### config.mk
export PLATFORM = sky130hd
export DESIGN_NAME = pic_host_sequencer
export DESIGN_NICKNAME = d
export VERILOG_FILES = /design/src/rtl/pic_pkg.sv /design/src/rtl/pic_bus_cycle.sv /design/src/rtl/pic_host_sequencer.sv
export SDC_FILE = /design/constraint.sdc
export NUM_CORES = 1
export LEC_CHECK = 0
export BUFFER_PORTS_ARGS = -buffer_cell sky130_fd_sc_hd__buf_2
export CAP_MARGIN = 20
export CORE_ASPECT_RATIO = 1.5
export CORE_MARGIN = 4
export CORE_UTILIZATION = 54
export DETAILED_ROUTE_END_ITERATION = 10
export GPL_TIMING_DRIVEN = 0
export PLACE_DENSITY_LB_ADDON = 0.08
export SETUP_SLACK_MARGIN = 0.3
export SYNTH_ARGS = -nofsm -noshare
export SYNTH_HDL_FRONTEND = slang
export SYNTH_SLANG_ARGS = --single-unit
export TNS_END_PERCENT = 10
### constraint.sdc
create_clock -name clock -period 2.66 [get_ports clock]
set_input_delay 0.399 -clock clock [delete_from_list [all_inputs] [get_ports clock]]
set_output_delay 0.399 -clock clock [all_outputs]
set_load 0.02 [all_outputs]
### src/rtl/pic_pkg.sv
// -----------------------------------------------------------------------------
// pic_pkg
// Shared constants and types for the 8259A host sequencer.
//   OCW2/OCW3 command bytes used for EOI and status reads.
//   op_kind_t  : kind of a single PIC bus cycle (write, read, INTA pulse).
//   seq_kind_t : which requester owns the bus for the current sequence.
//   bus_op_t   : one step of a sequence as handed to the bus-cycle engine.
// -----------------------------------------------------------------------------
package pic_pkg;

  localparam logic [7:0] OCW2_NSEOI  = 8'h20;
  localparam logic [7:0] OCW2_SEOI   = 8'h60;
  localparam logic [7:0] OCW3_RD_IRR = 8'h0A;
  localparam logic [7:0] OCW3_RD_ISR = 8'h0B;

  typedef enum logic [1:0] {
    OP_WR,
    OP_RD,
    OP_INTA
  } op_kind_t;

  typedef enum logic [2:0] {
    SEQ_INIT,
    SEQ_INTA,
    SEQ_EOI,
    SEQ_MASK,
    SEQ_READ
  } seq_kind_t;

  typedef struct packed {
    op_kind_t   kind;
    logic       a0;
    logic [7:0] data;
  } bus_op_t;

endpackage

### src/rtl/pic_bus_cycle.sv
// -----------------------------------------------------------------------------
// pic_bus_cycle
// One strobe + recovery engine for the 8259A bus. A start pulse launches a
// cycle of the given kind: the selected strobes go low for STROBE_CYCLES
// clocks, then all strobes are high for RECOVER_CYCLES clocks. A new start
// presented on the last recovery clock launches the next cycle back-to-back.
// Ports:
//   clock, reset_n          clock and synchronous active-low reset
//   start                   launch a cycle (accepted in idle or last recover clock)
//   kind, a0, wdata         cycle kind, A0 and write data for the launched cycle
//   pic_data_in             PIC data bus, sampled on the last strobe clock
//   strobe_last             high on the last strobe clock
//   done                    high on the last recovery clock
//   rdata                   data sampled at the end of the strobe phase
//   chip_select_n .. interrupt_acknowledge_n, address, pic_data_out  PIC pins
// -----------------------------------------------------------------------------
module pic_bus_cycle
  import pic_pkg::*;
#(
  parameter int STROBE_CYCLES  = 1,
  parameter int RECOVER_CYCLES = 1
) (
  input  logic       clock,
  input  logic       reset_n,
  input  logic       start,
  input  op_kind_t   kind,
  input  logic       a0,
  input  logic [7:0] wdata,
  input  logic [7:0] pic_data_in,
  output logic       strobe_last,
  output logic       done,
  output logic [7:0] rdata,
  output logic       chip_select_n,
  output logic       read_enable_n,
  output logic       write_enable_n,
  output logic       interrupt_acknowledge_n,
  output logic       address,
  output logic [7:0] pic_data_out
);

  localparam int MAXC = (STROBE_CYCLES > RECOVER_CYCLES) ? STROBE_CYCLES : RECOVER_CYCLES;
  localparam int CW   = (MAXC < 1) ? 1 : $clog2(MAXC + 1);
  localparam logic [CW-1:0] S_LAST = CW'(STROBE_CYCLES - 1);
  localparam logic [CW-1:0] R_LAST = CW'(RECOVER_CYCLES - 1);

  localparam logic [1:0] PH_IDLE    = 2'd0;
  localparam logic [1:0] PH_STROBE  = 2'd1;
  localparam logic [1:0] PH_RECOVER = 2'd2;

  logic [1:0]    phase;
  logic [CW-1:0] cnt;

  // Pin values for a cycle about to launch. INTA cycles leave CS# high and
  // drive neither A0 nor data.
  logic       l_cs_n, l_rd_n, l_wr_n, l_inta_n, l_addr;
  logic [7:0] l_data;
  assign l_cs_n   = (kind == OP_INTA);
  assign l_rd_n   = (kind != OP_RD);
  assign l_wr_n   = (kind != OP_WR);
  assign l_inta_n = (kind != OP_INTA);
  assign l_addr   = (kind == OP_INTA) ? 1'b0 : a0;
  assign l_data   = (kind == OP_WR) ? wdata : 8'h00;

  assign strobe_last = (phase == PH_STROBE)  && (cnt == S_LAST);
  assign done        = (phase == PH_RECOVER) && (cnt == R_LAST);

  always_ff @(posedge clock) begin
    if (!reset_n) begin
      phase                   <= PH_IDLE;
      cnt                     <= '0;
      chip_select_n           <= 1'b1;
      read_enable_n           <= 1'b1;
      write_enable_n          <= 1'b1;
      interrupt_acknowledge_n <= 1'b1;
      address                 <= 1'b0;
      pic_data_out            <= 8'h00;
      rdata                   <= 8'h00;
    end else begin
      case (phase)
        PH_STROBE: begin
          if (cnt == S_LAST) begin
            // strobe -> recover: release everything, capture the bus
            phase                   <= PH_RECOVER;
            cnt                     <= '0;
            chip_select_n           <= 1'b1;
            read_enable_n           <= 1'b1;
            write_enable_n          <= 1'b1;
            interrupt_acknowledge_n <= 1'b1;
            address                 <= 1'b0;
            pic_data_out            <= 8'h00;
            rdata                   <= pic_data_in;
          end else begin
            cnt <= cnt + 1'b1;
          end
        end
        PH_RECOVER: begin
          if (cnt == R_LAST) begin
            // recover -> strobe (back-to-back) or idle
            cnt <= '0;
            if (start) begin
              phase                   <= PH_STROBE;
              chip_select_n           <= l_cs_n;
              read_enable_n           <= l_rd_n;
              write_enable_n          <= l_wr_n;
              interrupt_acknowledge_n <= l_inta_n;
              address                 <= l_addr;
              pic_data_out            <= l_data;
            end else begin
              phase <= PH_IDLE;
            end
          end else begin
            cnt <= cnt + 1'b1;
          end
        end
        default: begin
          // idle -> strobe
          cnt <= '0;
          if (start) begin
            phase                   <= PH_STROBE;
            chip_select_n           <= l_cs_n;
            read_enable_n           <= l_rd_n;
            write_enable_n          <= l_wr_n;
            interrupt_acknowledge_n <= l_inta_n;
            address                 <= l_addr;
            pic_data_out            <= l_data;
          end else begin
            phase <= PH_IDLE;
          end
        end
      endcase
    end
  end

endmodule

### src/rtl/pic_host_sequencer.sv
// -----------------------------------------------------------------------------
// pic_host_sequencer
// Host-side bus master for an 8259A PIC. Arbitrates init, INTA, EOI, mask and
// status-read requests onto one PIC bus and walks each request's list of bus
// cycles through a pic_bus_cycle engine.
// Ports:
//   clock, reset_n                       clock, synchronous active-low reset
//   init_start/init_ready, cfg_icw1..4, cfg_ocw1, init_done   init sequence
//   mask_valid/mask_ready, mask_data     OCW1 write
//   eoi_valid/eoi_ready, eoi_specific, eoi_level              OCW2 EOI write
//   rd_valid/rd_ready, rd_isr, rd_data, rd_done               IRR/ISR read
//   int_vector, int_vector_valid         vector captured by INTA
//   busy                                 sequencer not idle
//   pic_interrupt, pic_data_in           from the PIC
//   chip_select_n, read_enable_n, write_enable_n,
//   interrupt_acknowledge_n, address, pic_data_out             to the PIC
// -----------------------------------------------------------------------------
module pic_host_sequencer
  import pic_pkg::*;
#(
  parameter int STROBE_CYCLES  = 1,
  parameter int RECOVER_CYCLES = 1
) (
  input  logic       clock,
  input  logic       reset_n,
  input  logic       init_start,
  output logic       init_ready,
  input  logic [7:0] cfg_icw1,
  input  logic [7:0] cfg_icw2,
  input  logic [7:0] cfg_icw3,
  input  logic [7:0] cfg_icw4,
  input  logic [7:0] cfg_ocw1,
  output logic       init_done,
  input  logic       mask_valid,
  output logic       mask_ready,
  input  logic [7:0] mask_data,
  input  logic       eoi_valid,
  output logic       eoi_ready,
  input  logic       eoi_specific,
  input  logic [2:0] eoi_level,
  input  logic       rd_valid,
  output logic       rd_ready,
  input  logic       rd_isr,
  output logic [7:0] rd_data,
  output logic       rd_done,
  output logic [7:0] int_vector,
  output logic       int_vector_valid,
  output logic       busy,
  input  logic       pic_interrupt,
  input  logic [7:0] pic_data_in,
  output logic       chip_select_n,
  output logic       read_enable_n,
  output logic       write_enable_n,
  output logic       interrupt_acknowledge_n,
  output logic       address,
  output logic [7:0] pic_data_out
);

  localparam logic [1:0] ST_IDLE    = 2'd0;
  localparam logic [1:0] ST_ARB     = 2'd1;
  localparam logic [1:0] ST_STROBE  = 2'd2;
  localparam logic [1:0] ST_RECOVER = 2'd3;

  logic [1:0] state;
  seq_kind_t  seq_q;
  logic [2:0] step_q;
  logic [7:0] icw1_q, icw2_q, icw3_q, icw4_q, ocw1_q, wdata_q;

  logic       grant_any;
  seq_kind_t  grant_seq;
  logic       seq_last;
  logic [2:0] issue_step;
  bus_op_t    issue_op;
  logic       eng_start, eng_strobe_last, eng_done;
  logic [7:0] eng_rdata;

  // Bus cycle for a given step of the latched sequence.
  function automatic bus_op_t op_of(input seq_kind_t seq, input logic [2:0] step);
    bus_op_t op;
    op.kind = OP_WR;
    op.a0   = 1'b0;
    op.data = 8'h00;
    case (seq)
      SEQ_INIT: begin
        op.a0 = (step != 3'd0);
        case (step)
          3'd0:    op.data = icw1_q;
          3'd1:    op.data = icw2_q;
          3'd2:    op.data = icw3_q;
          3'd3:    op.data = icw4_q;
          default: op.data = ocw1_q;
        endcase
      end
      SEQ_INTA: op.kind = OP_INTA;
      SEQ_EOI:  op.data = wdata_q;
      SEQ_MASK: begin
        op.a0   = 1'b1;
        op.data = wdata_q;
      end
      SEQ_READ: begin
        if (step == 3'd0) op.data = wdata_q;
        else              op.kind = OP_RD;
      end
      default: op.kind = OP_WR;
    endcase
    return op;
  endfunction

  // Init steps: 0 ICW1, 1 ICW2, 2 ICW3, 3 ICW4, 4 OCW1. ICW1[1] (single)
  // drops ICW3, ICW1[0] (IC4) keeps ICW4.
  function automatic logic [2:0] next_step(input seq_kind_t seq, input logic [2:0] step,
                                           input logic [1:0] mode);
    logic [2:0] nxt;
    nxt = step + 3'd1;
    if (seq == SEQ_INIT) begin
      if ((step == 3'd1) && mode[1]) nxt = mode[0] ? 3'd3 : 3'd4;
      else if ((step == 3'd2) && !mode[0]) nxt = 3'd4;
    end
    return nxt;
  endfunction

  function automatic logic is_last(input seq_kind_t seq, input logic [2:0] step);
    logic last;
    case (seq)
      SEQ_INIT: last = (step == 3'd4);
      SEQ_INTA: last = (step == 3'd1);
      SEQ_READ: last = (step == 3'd1);
      default:  last = 1'b1;
    endcase
    return last;
  endfunction

  // Fixed priority; only init is eligible until init_done.
  always_comb begin
    grant_any = 1'b1;
    grant_seq = SEQ_INIT;
    if (init_start)                      grant_seq = SEQ_INIT;
    else if (init_done && pic_interrupt) grant_seq = SEQ_INTA;
    else if (init_done && eoi_valid)     grant_seq = SEQ_EOI;
    else if (init_done && mask_valid)    grant_seq = SEQ_MASK;
    else if (init_done && rd_valid)      grant_seq = SEQ_READ;
    else                                 grant_any = 1'b0;
  end

  always_comb begin
    seq_last   = is_last(seq_q, step_q);
    issue_step = (state == ST_ARB) ? 3'd0 : next_step(seq_q, step_q, icw1_q[1:0]);
    issue_op   = op_of(seq_q, issue_step);
    eng_start  = (state == ST_ARB) || ((state == ST_RECOVER) && eng_done && !seq_last);
  end

  assign busy = (state != ST_IDLE);

  pic_bus_cycle #(
    .STROBE_CYCLES (STROBE_CYCLES),
    .RECOVER_CYCLES(RECOVER_CYCLES)
  ) u_cycle (
    .clock                  (clock),
    .reset_n                (reset_n),
    .start                  (eng_start),
    .kind                   (issue_op.kind),
    .a0                     (issue_op.a0),
    .wdata                  (issue_op.data),
    .pic_data_in            (pic_data_in),
    .strobe_last            (eng_strobe_last),
    .done                   (eng_done),
    .rdata                  (eng_rdata),
    .chip_select_n          (chip_select_n),
    .read_enable_n          (read_enable_n),
    .write_enable_n         (write_enable_n),
    .interrupt_acknowledge_n(interrupt_acknowledge_n),
    .address                (address),
    .pic_data_out           (pic_data_out)
  );

  // Request fields are captured on the accepting clock.
  always_ff @(posedge clock) begin
    if ((state == ST_IDLE) && grant_any) begin
      case (grant_seq)
        SEQ_INIT: begin
          icw1_q <= cfg_icw1;
          icw2_q <= cfg_icw2;
          icw3_q <= cfg_icw3;
          icw4_q <= cfg_icw4;
          ocw1_q <= cfg_ocw1;
        end
        SEQ_EOI:  wdata_q <= eoi_specific ? (OCW2_SEOI | {5'b0, eoi_level}) : OCW2_NSEOI;
        SEQ_MASK: wdata_q <= mask_data;
        SEQ_READ: wdata_q <= rd_isr ? OCW3_RD_ISR : OCW3_RD_IRR;
        default:  wdata_q <= wdata_q;
      endcase
    end
  end

  always_ff @(posedge clock) begin
    if (!reset_n) begin
      state            <= ST_IDLE;
      seq_q            <= SEQ_INIT;
      step_q           <= 3'd0;
      init_ready       <= 1'b0;
      mask_ready       <= 1'b0;
      eoi_ready        <= 1'b0;
      rd_ready         <= 1'b0;
      init_done        <= 1'b0;
      rd_data          <= 8'h00;
      rd_done          <= 1'b0;
      int_vector       <= 8'h00;
      int_vector_valid <= 1'b0;
    end else begin
      init_ready       <= 1'b0;
      mask_ready       <= 1'b0;
      eoi_ready        <= 1'b0;
      rd_ready         <= 1'b0;
      rd_done          <= 1'b0;
      int_vector_valid <= 1'b0;
      case (state)
        ST_IDLE: begin
          // idle -> arb: grant and accept
          if (grant_any) begin
            state  <= ST_ARB;
            seq_q  <= grant_seq;
            step_q <= 3'd0;
            case (grant_seq)
              SEQ_INIT: begin
                init_ready <= 1'b1;
                init_done  <= 1'b0;
              end
              SEQ_EOI:  eoi_ready  <= 1'b1;
              SEQ_MASK: mask_ready <= 1'b1;
              SEQ_READ: rd_ready   <= 1'b1;
              default:  init_ready <= 1'b0;
            endcase
          end
        end
        ST_ARB: state <= ST_STROBE;
        ST_STROBE: begin
          if (eng_strobe_last) state <= ST_RECOVER;
        end
        default: begin
          // recover -> next step, or retire the sequence
          if (eng_done) begin
            if (!seq_last) begin
              state  <= ST_STROBE;
              step_q <= issue_step;
            end else begin
              state <= ST_IDLE;
              case (seq_q)
                SEQ_INIT: init_done <= 1'b1;
                SEQ_INTA: begin
                  int_vector       <= eng_rdata;
                  int_vector_valid <= 1'b1;
                end
                SEQ_READ: begin
                  rd_data <= eng_rdata;
                  rd_done <= 1'b1;
                end
                default: rd_done <= 1'b0;
              endcase
            end
          end
        end
      endcase
    end
  end

endmodule

==> impl_metrics.env, run 1 <==
export IMPL_ys_async_sr_fraction=0
export IMPL_synth_top_family_by_area="compound AO/OA/AOI/OAI gates"
export IMPL_hp_class="in2reg"
export IMPL_grt_overflow_total=0
export IMPL_seq_area_um2=2550
export IMPL_synth_edff_count=48
export IMPL_yosys_mux_area_fraction=0.0842
export IMPL_cts_buffers=9
export IMPL_synth_simple_area_share=0.142
export IMPL_crit_path_max_incr_delay_ns=0.54
export IMPL_syn_mean_instance_area_um2=11.2
export IMPL_hold_buffers=0
export IMPL_r2r_end="u_cycle.pic_data_out[1]$_SDFFE_PN0P_"
export IMPL_grt_max_degree=41
export IMPL_synth_distinct_cells=59
export IMPL_stdcell_count=639
export IMPL_ys_ff_latch=103
export IMPL_cts_buffer_depth=2
export IMPL_synth_compound_area_frac=0.148
export IMPL_hold_end="icw2_q[3]$_DFFE_PP_"
export IMPL_r2r_start="seq_q[0]$_SDFFE_PN0P_"
export IMPL_cp_required_ns=2.88
export IMPL_crit_path_top_delay_cell="or4_4"
export IMPL_clkTransAtPathRegs_ns=0.07
export IMPL_reg2reg_depth=9
export IMPL_num_rows=40
export IMPL_netlist_area_um2=4500
export IMPL_drtIter0Drc=229
export IMPL_gp_congestion=0.861
export IMPL_cts_sinks=103
export IMPL_hp_start="cfg_icw2[3]"
export IMPL_r2r_setup_slack_ns=0.23
export IMPL_rsz0062_at_grt="true"
export IMPL_drc_errors=0
export IMPL_core_area_um2=8060
export IMPL_power_leakage_nw=2.41
export IMPL_tns_ns=0
export IMPL_power_total_mw=5.24
export IMPL_grtUsageTotal=0.242
export IMPL_area_growth_pct=27.2
export IMPL_path_max_fanout=5
export IMPL_clock_skew_final_ns=0.0103
export IMPL_crit_top_cell="buf_6"
export IMPL_yosys_warnings=0
export IMPL_period_needed_ns=2.43
export IMPL_ant_nets=0
export IMPL_finalHoldViolCount=0
export IMPL_grt_pass1_wl_um=18000
export IMPL_start_util=0.559
export IMPL_fmax_ghz=0.412
export IMPL_wl_per_cell_um=18.4
export IMPL_clk_insertion_delay_late_ns=0.34
export IMPL_hpwl_um=8430
export IMPL_antenna_cells=0
export IMPL_path_class="reg2reg"
export IMPL_antenna_found_initial=0
export IMPL_via_per_inst=5.63
export IMPL_syn_inst=403
export IMPL_synth_top_area_share=0.320
export IMPL_post_place_ws_ns=-0.159
export IMPL_ir_drop_v=0.000494
export IMPL_yosysTopAreaCell="edfxtp_1"
export IMPL_die_h_um=120
export IMPL_setup_viol=0
export IMPL_synth_seq_area_share=0.564
export IMPL_die_x_um=82.6
export IMPL_place_area_um2=5160
export IMPL_cts_tree="done"
export IMPL_hold_depth=1
export IMPL_top_level_ports=105
export IMPL_maxSlewViolCount=0
export IMPL_status="finished, final reports clean"
export IMPL_p_per_area_nw_per_um2=915
export IMPL_first_pass_iters=4
export IMPL_drv_cap=0
export IMPL_multi_input_area_um2=1970
export IMPL_cts_root_buf="clkbuf_16"
export IMPL_yosys_top_cells_area="edfxtp_1, dfxtp_1, mux2i_1"
export IMPL_drt_wl_total_um=11800
export IMPL_slew_headroom=0.419
export IMPL_final_cell_area_um2=5730
export IMPL_critPathCaptureType="register"
export IMPL_numPortBuffers=104
export IMPL_fin_nets=607
export IMPL_cp_cell_sequence="buf_6, or4_4, o31ai_4, nand2b_4, buf_8, buf_6, mux2_2, a221oi_2, a31oi_1"
export IMPL_syn_num_nets=481
export IMPL_drive_gt1_frac=0.346
export IMPL_synth_xor_area_frac=0
export IMPL_synthAdderAreaFrac=0.0278
export IMPL_final_period_utilization=0.912
export IMPL_arrival_ns=2.65
export IMPL_fillers=616
export IMPL_dp_cells=612
export IMPL_synthFlopType="dfxtp_1"
export IMPL_worstMarginPinSlew_ns=0.870
export IMPL_grt_pass1_vias=3700
export IMPL_cts_htree_levels=3
export IMPL_die_area_um2=9900
export IMPL_worst_slack_ns=0.233
export IMPL_dr_total_vias=3600
export IMPL_start_kind="register"
Yosys cell counts, drive strengths merged (3+ instances only):
| cell type | count |
|---|---|
| a211oi | 4 |
| a21oi | 22 |
| a221oi | 9 |
| a22o | 9 |
| a31oi | 8 |
| a32oi | 8 |
| and2 | 3 |
| buf | 7 |
| clkbuf | 12 |
| dfxtp | 55 |
| edfxtp | 48 |
| ha | 10 |
| inv | 13 |
| mux2 | 15 |
| mux2i | 18 |
| nand2 | 36 |
| nand2b | 9 |
| nand3 | 22 |
| nor2 | 41 |
| nor2b | 5 |
| nor3 | 7 |
| o21ai | 6 |
critical path, delay by kind of cell (launching register included):
family,cells,cell delay (ns)
simple gates,2,0.71
compound gates,3,0.59
buf+inv,3,0.36
mux,1,0.34
flops,1,0.32
power by group:
part	switching, mW	internal, mW	total [mW]	leakage [nW]
logic	1.11	0.891	2.00	1.36
registers	0.0987	1.91	2.00	0.908
clock network	0.588	0.651	1.24	0.140
cell families after synthesis:
family,count (synthesis)
AOI/OAI and AO/OA,88
adders and majority gates,10
buffers and inverters,32
DFF,103
muxes,33
other,1
and+or+nand+nor,136
state kept, by name, indices dropped and copies added, names as in the netlist, 2 cells and up:
register and flops:
step_q 3, ocw1_q 8, state 2, u_cycle.pic_data_out 8, icw1_q 8, icw3_q 8
u_cycle.rdata 8, rd_data 8, seq_q 3, int_vector 8, icw4_q 8, icw2_q 8
u_cycle.phase 2, wdata_q 8
cells in the final DEF (no fill, tap or decap), types with 4 or more instances in the layout:
cell type	instances
clkbuf_16	9
a22o_1	9
a21oi_1	19
dfxtp_1	52
inv_1	12
a221oi_2	8
clkbuf_1	11
o21ai_0	4
edfxtp_1	48
a31oi_1	8
nor3_1	6
mux2i_1	18
mux2_4	10
a32oi_1	8
nor2b_1	5
ha_1	10
nand3_1	21
mux2_2	5
buf_2	105
nand2b_1	8
nor2_1	39
buf_4	6
nand2_1	36
through the flow:
step,utilization,hold WS [ns]
after CTS,0.703,0.219
after floorplan,-,0.448
after global placement,0.640,0.453
after detailed placement,0.640,0.456
final,0.711,0.229
after global routing,0.711,0.217
worst max-delay path by stage:
| stage | slack (ns) | cells after the start | from | endpoint |
|---|---|---|---|---|
| global placement | -0.16 | 8 | step_q[0]$_SDFFE_PN0P_ | u_cycle.write_enable_n$_SDFFE_PN1P_ |
| floorplan | 0.34 | 9 | seq_q[0]$_SDFFE_PN0P_ | u_cycle.pic_data_out[6]$_SDFFE_PN0P_ |
| finish | 0.23 | 9 | seq_q[0]$_SDFFE_PN0P_ | u_cycle.pic_data_out[1]$_SDFFE_PN0P_ |
| detailed placement | -0.16 | 8 | step_q[0]$_SDFFE_PN0P_ | u_cycle.pic_data_out[5]$_SDFFE_PN0P_ |
| global route | 0.14 | 7 | step_q[1]$_SDFFE_PN0P_ | u_cycle.address$_SDFFE_PN0P_ |
| CTS | 0.19 | 9 | seq_q[0]$_SDFFE_PN0P_ | u_cycle.pic_data_out[2]$_SDFFE_PN0P_ |
layout make-up:
cell class,instances,share of cell area
Sequential cell,103,0.444
Multi-Input combinational cell,269,0.344
Clock inverter,6,0.00874
Timing Repair Buffer,114,0.111
Buffer,19,0.0203
Clock buffer,10,0.0400
Tap cell,105,0.0229
Inverter,13,0.00852
per-layer routing:
| metal | wire (um) | GRT usage |
|---|---|---|
| met5 | 0 | 0 |
| met3 | 756 | 0.0495 |
| met2 | 6340 | 0.435 |
| met1 | 4340 | 0.266 |
| met4 | 330 | 0.103 |
what timing repair did:
action	in CTS	in global routing
endpoints found under the setup margin	12	28
pin swaps	13	5
setup buffers	8	1
gates cloned	1	1
resized for setup	31	10
No activity file was read; power rests on OpenSTA's default activity.
==> inputs of run 2 (changes only) <==
--- a/config.mk
+++ b/config.mk
@@ -6,10 +6,9 @@
 export NUM_CORES = 1
 export LEC_CHECK = 0
 export BUFFER_PORTS_ARGS = -buffer_cell sky130_fd_sc_hd__buf_2
-export CAP_MARGIN = 20
 export CORE_ASPECT_RATIO = 1.5
 export CORE_MARGIN = 4
-export CORE_UTILIZATION = 54
+export CORE_UTILIZATION = 50
 export DETAILED_ROUTE_END_ITERATION = 10
 export GPL_TIMING_DRIVEN = 0
 export PLACE_DENSITY_LB_ADDON = 0.08
==> impl_metrics.env, run 2 (synthesis gave the netlist of run 1 again) <==
export IMPL_status="finished, final reports clean"
export IMPL_grt_overflow_total=0
export IMPL_dr_total_vias=3630
export IMPL_hpwl_um=8310
export IMPL_drt_met1_wl_um=4240
export IMPL_die_x_um=85.5
export IMPL_hold_depth=1
export IMPL_grtUsageTotal=0.219
export IMPL_antenna_found_initial=0
export IMPL_arrival_ns=2.65
export IMPL_fmax_ghz=0.411
export IMPL_cts_buffers=9
export IMPL_clk_insertion_delay_late_ns=0.35
export IMPL_numPortBuffers=104
export IMPL_critPathCaptureType="register"
export IMPL_gp_congestion=0.887
export IMPL_final_cell_mix="buf_2, dfxtp_1, edfxtp_1"
export IMPL_cts_htree_levels=3
export IMPL_grt_pass1_vias=3623
export IMPL_antenna_cells=0
export IMPL_die_h_um=124
export IMPL_highest_layer="met4"
export IMPL_worstMarginPinSlew_ns=0.835
export IMPL_core_area_um2=8830
export IMPL_wl_met2_um=6250
export IMPL_tns_ns=0
export IMPL_clock_skew_final_ns=0.00685
export IMPL_num_rows=42
export IMPL_wl_per_cell_um=17.9
export IMPL_drtIter0Drc=207
export IMPL_maxSlewViolCount=0
export IMPL_cts_buffer_depth=2
export IMPL_start_kind="register"
export IMPL_start_util=0.510
export IMPL_hp_class="in2reg"
export IMPL_grt_pass1_wl_um=18000
export IMPL_fillers=710
export IMPL_utilization=0.651
export IMPL_cp_required_ns=2.88
export IMPL_ir_drop_v=0.000569
export IMPL_drive_gt1_frac=0.332
export IMPL_r2r_setup_slack_ns=0.23
export IMPL_cts_root_buf="clkbuf_16"
export IMPL_drv_cap=0
export IMPL_path_class="reg2reg"
export IMPL_area_growth_pct=27.5
export IMPL_reg2reg_depth=10
export IMPL_grt_max_degree=41
export IMPL_cts_tree="done"
export IMPL_place_area_um2=5160
export IMPL_period_needed_ns=2.43
export IMPL_finalHoldViolCount=0
export IMPL_power_leakage_nw=2.42
export IMPL_hold_end="icw2_q[3]$_DFFE_PP_"
export IMPL_r2r_start="seq_q[0]$_SDFFE_PN0P_"
export IMPL_via_per_inst=5.65
export IMPL_fin_nets=606
export IMPL_rsz0062_at_grt="true"
export IMPL_ant_nets=0
export IMPL_r2r_end="u_cycle.pic_data_out[7]$_SDFFE_PN0P_"
export IMPL_crit_start="seq_q[0]$_SDFFE_PN0P_"
export IMPL_setup_viol=0
export IMPL_final_cell_area_um2=5740
export IMPL_clkTransAtPathRegs_ns=0.07
export IMPL_cts_sinks=103
export IMPL_drc_errors=0
export IMPL_final_common_cell="buf_2"
export IMPL_first_pass_iters=5
export IMPL_path_max_fanout=5
export IMPL_slew_headroom=0.443
export IMPL_die_area_um2=10600
export IMPL_wl_met3_um=808
export IMPL_p_per_area_nw_per_um2=928
export IMPL_hp_start="cfg_icw2[3]"
export IMPL_top_level_ports=105
export IMPL_drt_wl_total_um=11500
export IMPL_final_period_utilization=0.915
## run 2: cell count changes in the layout (fill, tap and decap cells not counted), moves of 2 or more
cell | previous run | this run
nor2_2 | 2 | 0
clkinv_2 | 0 | 2
bufinv_16 | 0 | 2
inv_6 | 2 | 0
inv_4 | 2 | 0
## run 2: worst max-delay path by stage
stage	end	cells past startpoint	slack [ns]
6_report	u_cycle.pic_data_out[7]$_SDFFE_PN0P_	10	0.23
3_5_place_dp	u_cycle.pic_data_out[4]$_SDFFE_PN0P_	8	-0.18
4_1_cts	u_cycle.pic_data_out[6]$_SDFFE_PN0P_	9	0.21
2_1_floorplan	u_cycle.pic_data_out[6]$_SDFFE_PN0P_	9	0.34
5_1_grt	u_cycle.pic_data_out[7]$_SDFFE_PN0P_	10	0.1
3_3_place_gp	u_cycle.pic_data_out[4]$_SDFFE_PN0P_	8	-0.15
## run 2: layout make-up
cell class / instances / area, um^2 / area share
Sequential cell: 103 / 2540 / 0.443
Inverter: 13 / 48.8 / 0.00850
Buffer: 19 / 113 / 0.0196
Tap cell: 110 / 138 / 0.0240
Clock inverter: 5 / 73.8 / 0.0129
Clock buffer: 11 / 233 / 0.0405
Timing Repair Buffer: 114 / 644 / 0.112
Multi-Input combinational cell: 268 / 1950 / 0.339
## run 2: power breakdown
part	switching (mW)	internal, mW	leakage (nW)
logic	1.07	0.882	1.36
clock network	0.557	0.819	0.151
registers	0.0965	1.91	0.908
total	1.72	3.61	2.42
## run 2: per-layer routing
metal / global-route usage / vias to the layer above
met3: 0.0511 / 16
met2: 0.390 / 136
met1: 0.242 / 1737
met5: 0 / -
met4: 0.0941 / 0
li1: - / 1741
## run 2: repair_timing
item / 4_1_cts / 5_1_grt
setup endpoints to repair: 12 / 68
cloned: 1 / 0
pin swaps: 16 / 7
resized for setup: 27 / 8
hold buffers: 0 / 0
buffers inserted: 8 / 1
## run 2: critical path: stages, from the launching register on
cell and delay, ns:
dfxtp_1 0.32, buf_6 0.11, or4_4 0.54, buf_4 0.16, o21ai_4 0.15, nand2b_4 0.07
buf_8 0.14, buf_12 0.13, mux2_4 0.30, a221oi_2 0.26, a31oi_1 0.12
## run 2: metrics by stage
stage                     worst slack, ns  std cells  total power [mW]  hold slack [ns]
final                               0.227        643              5.33            0.225
after global routing               0.0997        643              5.59            0.218
after CTS                           0.210        642              5.32            0.218
after detailed placement           -0.183        617              3.61            0.457
after global placement             -0.151        617              3.58            0.456
after floorplan                     0.338        403              3.15            0.448
==> inputs of run 3 (changes only) <==
--- a/config.mk
+++ b/config.mk
@@ -11,7 +11,7 @@
 export CORE_UTILIZATION = 50
 export DETAILED_ROUTE_END_ITERATION = 10
 export GPL_TIMING_DRIVEN = 0
-export PLACE_DENSITY_LB_ADDON = 0.08
+export PLACE_DENSITY = 0.75
 export SETUP_SLACK_MARGIN = 0.3
 export SYNTH_ARGS = -nofsm -noshare
 export SYNTH_HDL_FRONTEND = slang
==> impl_metrics.env, run 3 (synthesis gave the netlist of run 1 again) <==
export IMPL_hp_class="in2reg"
export IMPL_reg2reg_depth=11
export IMPL_r2r_start="seq_q[1]$_SDFFE_PN0P_"
export IMPL_antenna_cells=0
export IMPL_dr_total_vias=3556
export IMPL_hold_depth=1
export IMPL_final_cell_mix="buf_2, dfxtp_1, edfxtp_1"
export IMPL_numPortBuffers=104
export IMPL_slew_headroom=0.559
export IMPL_stdcell_count=643
export IMPL_antenna_found_initial=0
export IMPL_cts_buffers=9
export IMPL_path_class="reg2reg"
export IMPL_grt_pass1_vias=3472
export IMPL_arrival_ns=2.72
export IMPL_hold_buffers=0
export IMPL_top_level_ports=105
export IMPL_seq_area_um2=2550
export IMPL_area_growth_pct=27.3
export IMPL_period_needed_ns=2.49
export IMPL_cts_sinks=103
export IMPL_fin_nets=606
export IMPL_drt_met1_wl_um=4470
export IMPL_ant_nets=0
export IMPL_start_util=0.510
export IMPL_r2r_setup_slack_ns=0.17
export IMPL_cts_buffer_depth=2
export IMPL_clkTransAtPathRegs_ns=0.07
export IMPL_dp_cells=618
export IMPL_first_pass_iters=5
export IMPL_ir_drop_v=0.000584
export IMPL_drc_errors=0
export IMPL_die_h_um=124
export IMPL_power_leakage_nw=2.42
export IMPL_clock_skew_final_ns=0.00799
export IMPL_wl_per_cell_um=16.8
export IMPL_hpwl_um=7750
export IMPL_grt_max_degree=28
export IMPL_wl_met3_um=663
export IMPL_status="finished, final reports clean"
export IMPL_hold_end="ocw1_q[0]$_DFFE_PP_"
export IMPL_setup_viol=0
export IMPL_wl_met2_um=5480
export IMPL_cp_cell_sequence="buf_6, or4_4, buf_6, o21ai_4, nand2b_4, buf_8, buf_12, buf_8, mux2_4, a221oi_2, a31oi_1"
export IMPL_crit_path_top_delay_cell="or4_4"
export IMPL_final_cell_area_um2=5730
export IMPL_drv_cap=0
export IMPL_drive_gt1_frac=0.336
export IMPL_finalHoldViolCount=0
export IMPL_rsz0062_at_grt="true"
export IMPL_maxSlewViolCount=0
export IMPL_grt_pass1_wl_um=16800
export IMPL_crit_path_max_incr_delay_ns=0.54
export IMPL_highest_layer="met4"
export IMPL_tns_ns=0
export IMPL_multi_input_area_um2=1920
export IMPL_final_period_utilization=0.937
export IMPL_cts_root_buf="clkbuf_16"
export IMPL_die_area_um2=10600
export IMPL_start_kind="register"
export IMPL_num_rows=42
export IMPL_drtIter0Drc=172
export IMPL_drt_wl_total_um=10800
export IMPL_fmax_ghz=0.401
export IMPL_place_area_um2=5190
export IMPL_final_common_cell="buf_2"
export IMPL_worstMarginPinSlew_ns=0.660
export IMPL_cts_tree="done"
export IMPL_clk_insertion_delay_late_ns=0.35
export IMPL_p_per_area_nw_per_um2=916
export IMPL_fillers=696
export IMPL_core_area_um2=8830
export IMPL_grtUsageTotal=0.201
export IMPL_path_max_fanout=6
export IMPL_via_per_inst=5.53
export IMPL_die_x_um=85.5
export IMPL_r2r_end="u_cycle.pic_data_out[6]$_SDFFE_PN0P_"
export IMPL_cp_required_ns=2.89
export IMPL_cts_htree_levels=3
export IMPL_gp_congestion=0.875
export IMPL_grt_overflow_total=0
export IMPL_hp_start="cfg_ocw1[0]"
export IMPL_critPathCaptureType="register"
run 3: power breakdown:
group | internal [mW] | total (mW) | switching, mW
clock | 0.817 | 1.39 | 0.568
combinational | 0.841 | 1.87 | 1.02
sequential | 1.90 | 2.00 | 0.0964
run 3: layout make-up:
cell class / instances / share of cell area
Sequential cell: 103 / 0.444
Multi-Input combinational cell: 268 / 0.335
Timing Repair Buffer: 114 / 0.112
Clock buffer: 11 / 0.0460
Tap cell: 110 / 0.0240
Buffer: 19 / 0.0203
Clock inverter: 5 / 0.0103
Inverter: 13 / 0.00851
run 3: how the worst max path moves through the flow:
| stage | start | endpoint | slack (ns) | cells past startpoint |
|---|---|---|---|---|
| floorplan | seq_q[0]$_SDFFE_PN0P_ | u_cycle.pic_data_out[6]$_SDFFE_PN0P_ | 0.34 | 9 |
| CTS | seq_q[0]$_SDFFE_PN0P_ | u_cycle.pic_data_out[6]$_SDFFE_PN0P_ | 0.17 | 10 |
| detailed placement | step_q[0]$_SDFFE_PN0P_ | u_cycle.pic_data_out[0]$_SDFFE_PN0P_ | -0.05 | 8 |
| global placement | step_q[0]$_SDFFE_PN0P_ | u_cycle.pic_data_out[7]$_SDFFE_PN0P_ | 0.03 | 8 |
| global route | seq_q[1]$_SDFFE_PN0P_ | u_cycle.pic_data_out[6]$_SDFFE_PN0P_ | 0.09 | 11 |
| finish | seq_q[1]$_SDFFE_PN0P_ | u_cycle.pic_data_out[6]$_SDFFE_PN0P_ | 0.17 | 11 |
run 3: layer usage:
layer | GRT usage | vias up
li1 | - | 1744
met1 | 0.246 | 1680
met2 | 0.339 | 123
met3 | 0.0464 | 9
met4 | 0.0774 | 0
met5 | 0 | -
run 3: critical path, delay by kind of cell, from the launching register on:
| kind | cells | cell delay [ns] |
|---|---|---|
| AND/OR/NAND/NOR | 2 | 0.61 |
| buffers and inverters | 5 | 0.63 |
| AO/OA/AOI/OAI | 3 | 0.50 |
| multiplexers | 1 | 0.30 |
| flip-flops | 1 | 0.32 |
run 3: per-stage QoR:
| stage | setup WS, ns | hold WS (ns) | util | power [mW] |
|---|---|---|---|---|
| finish | 0.167 | 0.222 | 0.649 | 5.25 |
| global route | 0.0926 | 0.213 | 0.649 | 5.48 |
| CTS | 0.174 | 0.211 | 0.642 | 5.20 |
| detailed placement | -0.0477 | 0.465 | 0.588 | 3.60 |
| global placement | 0.0348 | 0.455 | 0.585 | 3.53 |
| floorplan | 0.338 | 0.448 | - | 3.15 |
run 3: timing repair:
action                                  in CTS  in global routing
pin swaps                                    4                  8
gates resized for setup                     24                 10
setup buffers                                6                  3
endpoints found under the setup margin      12                 47
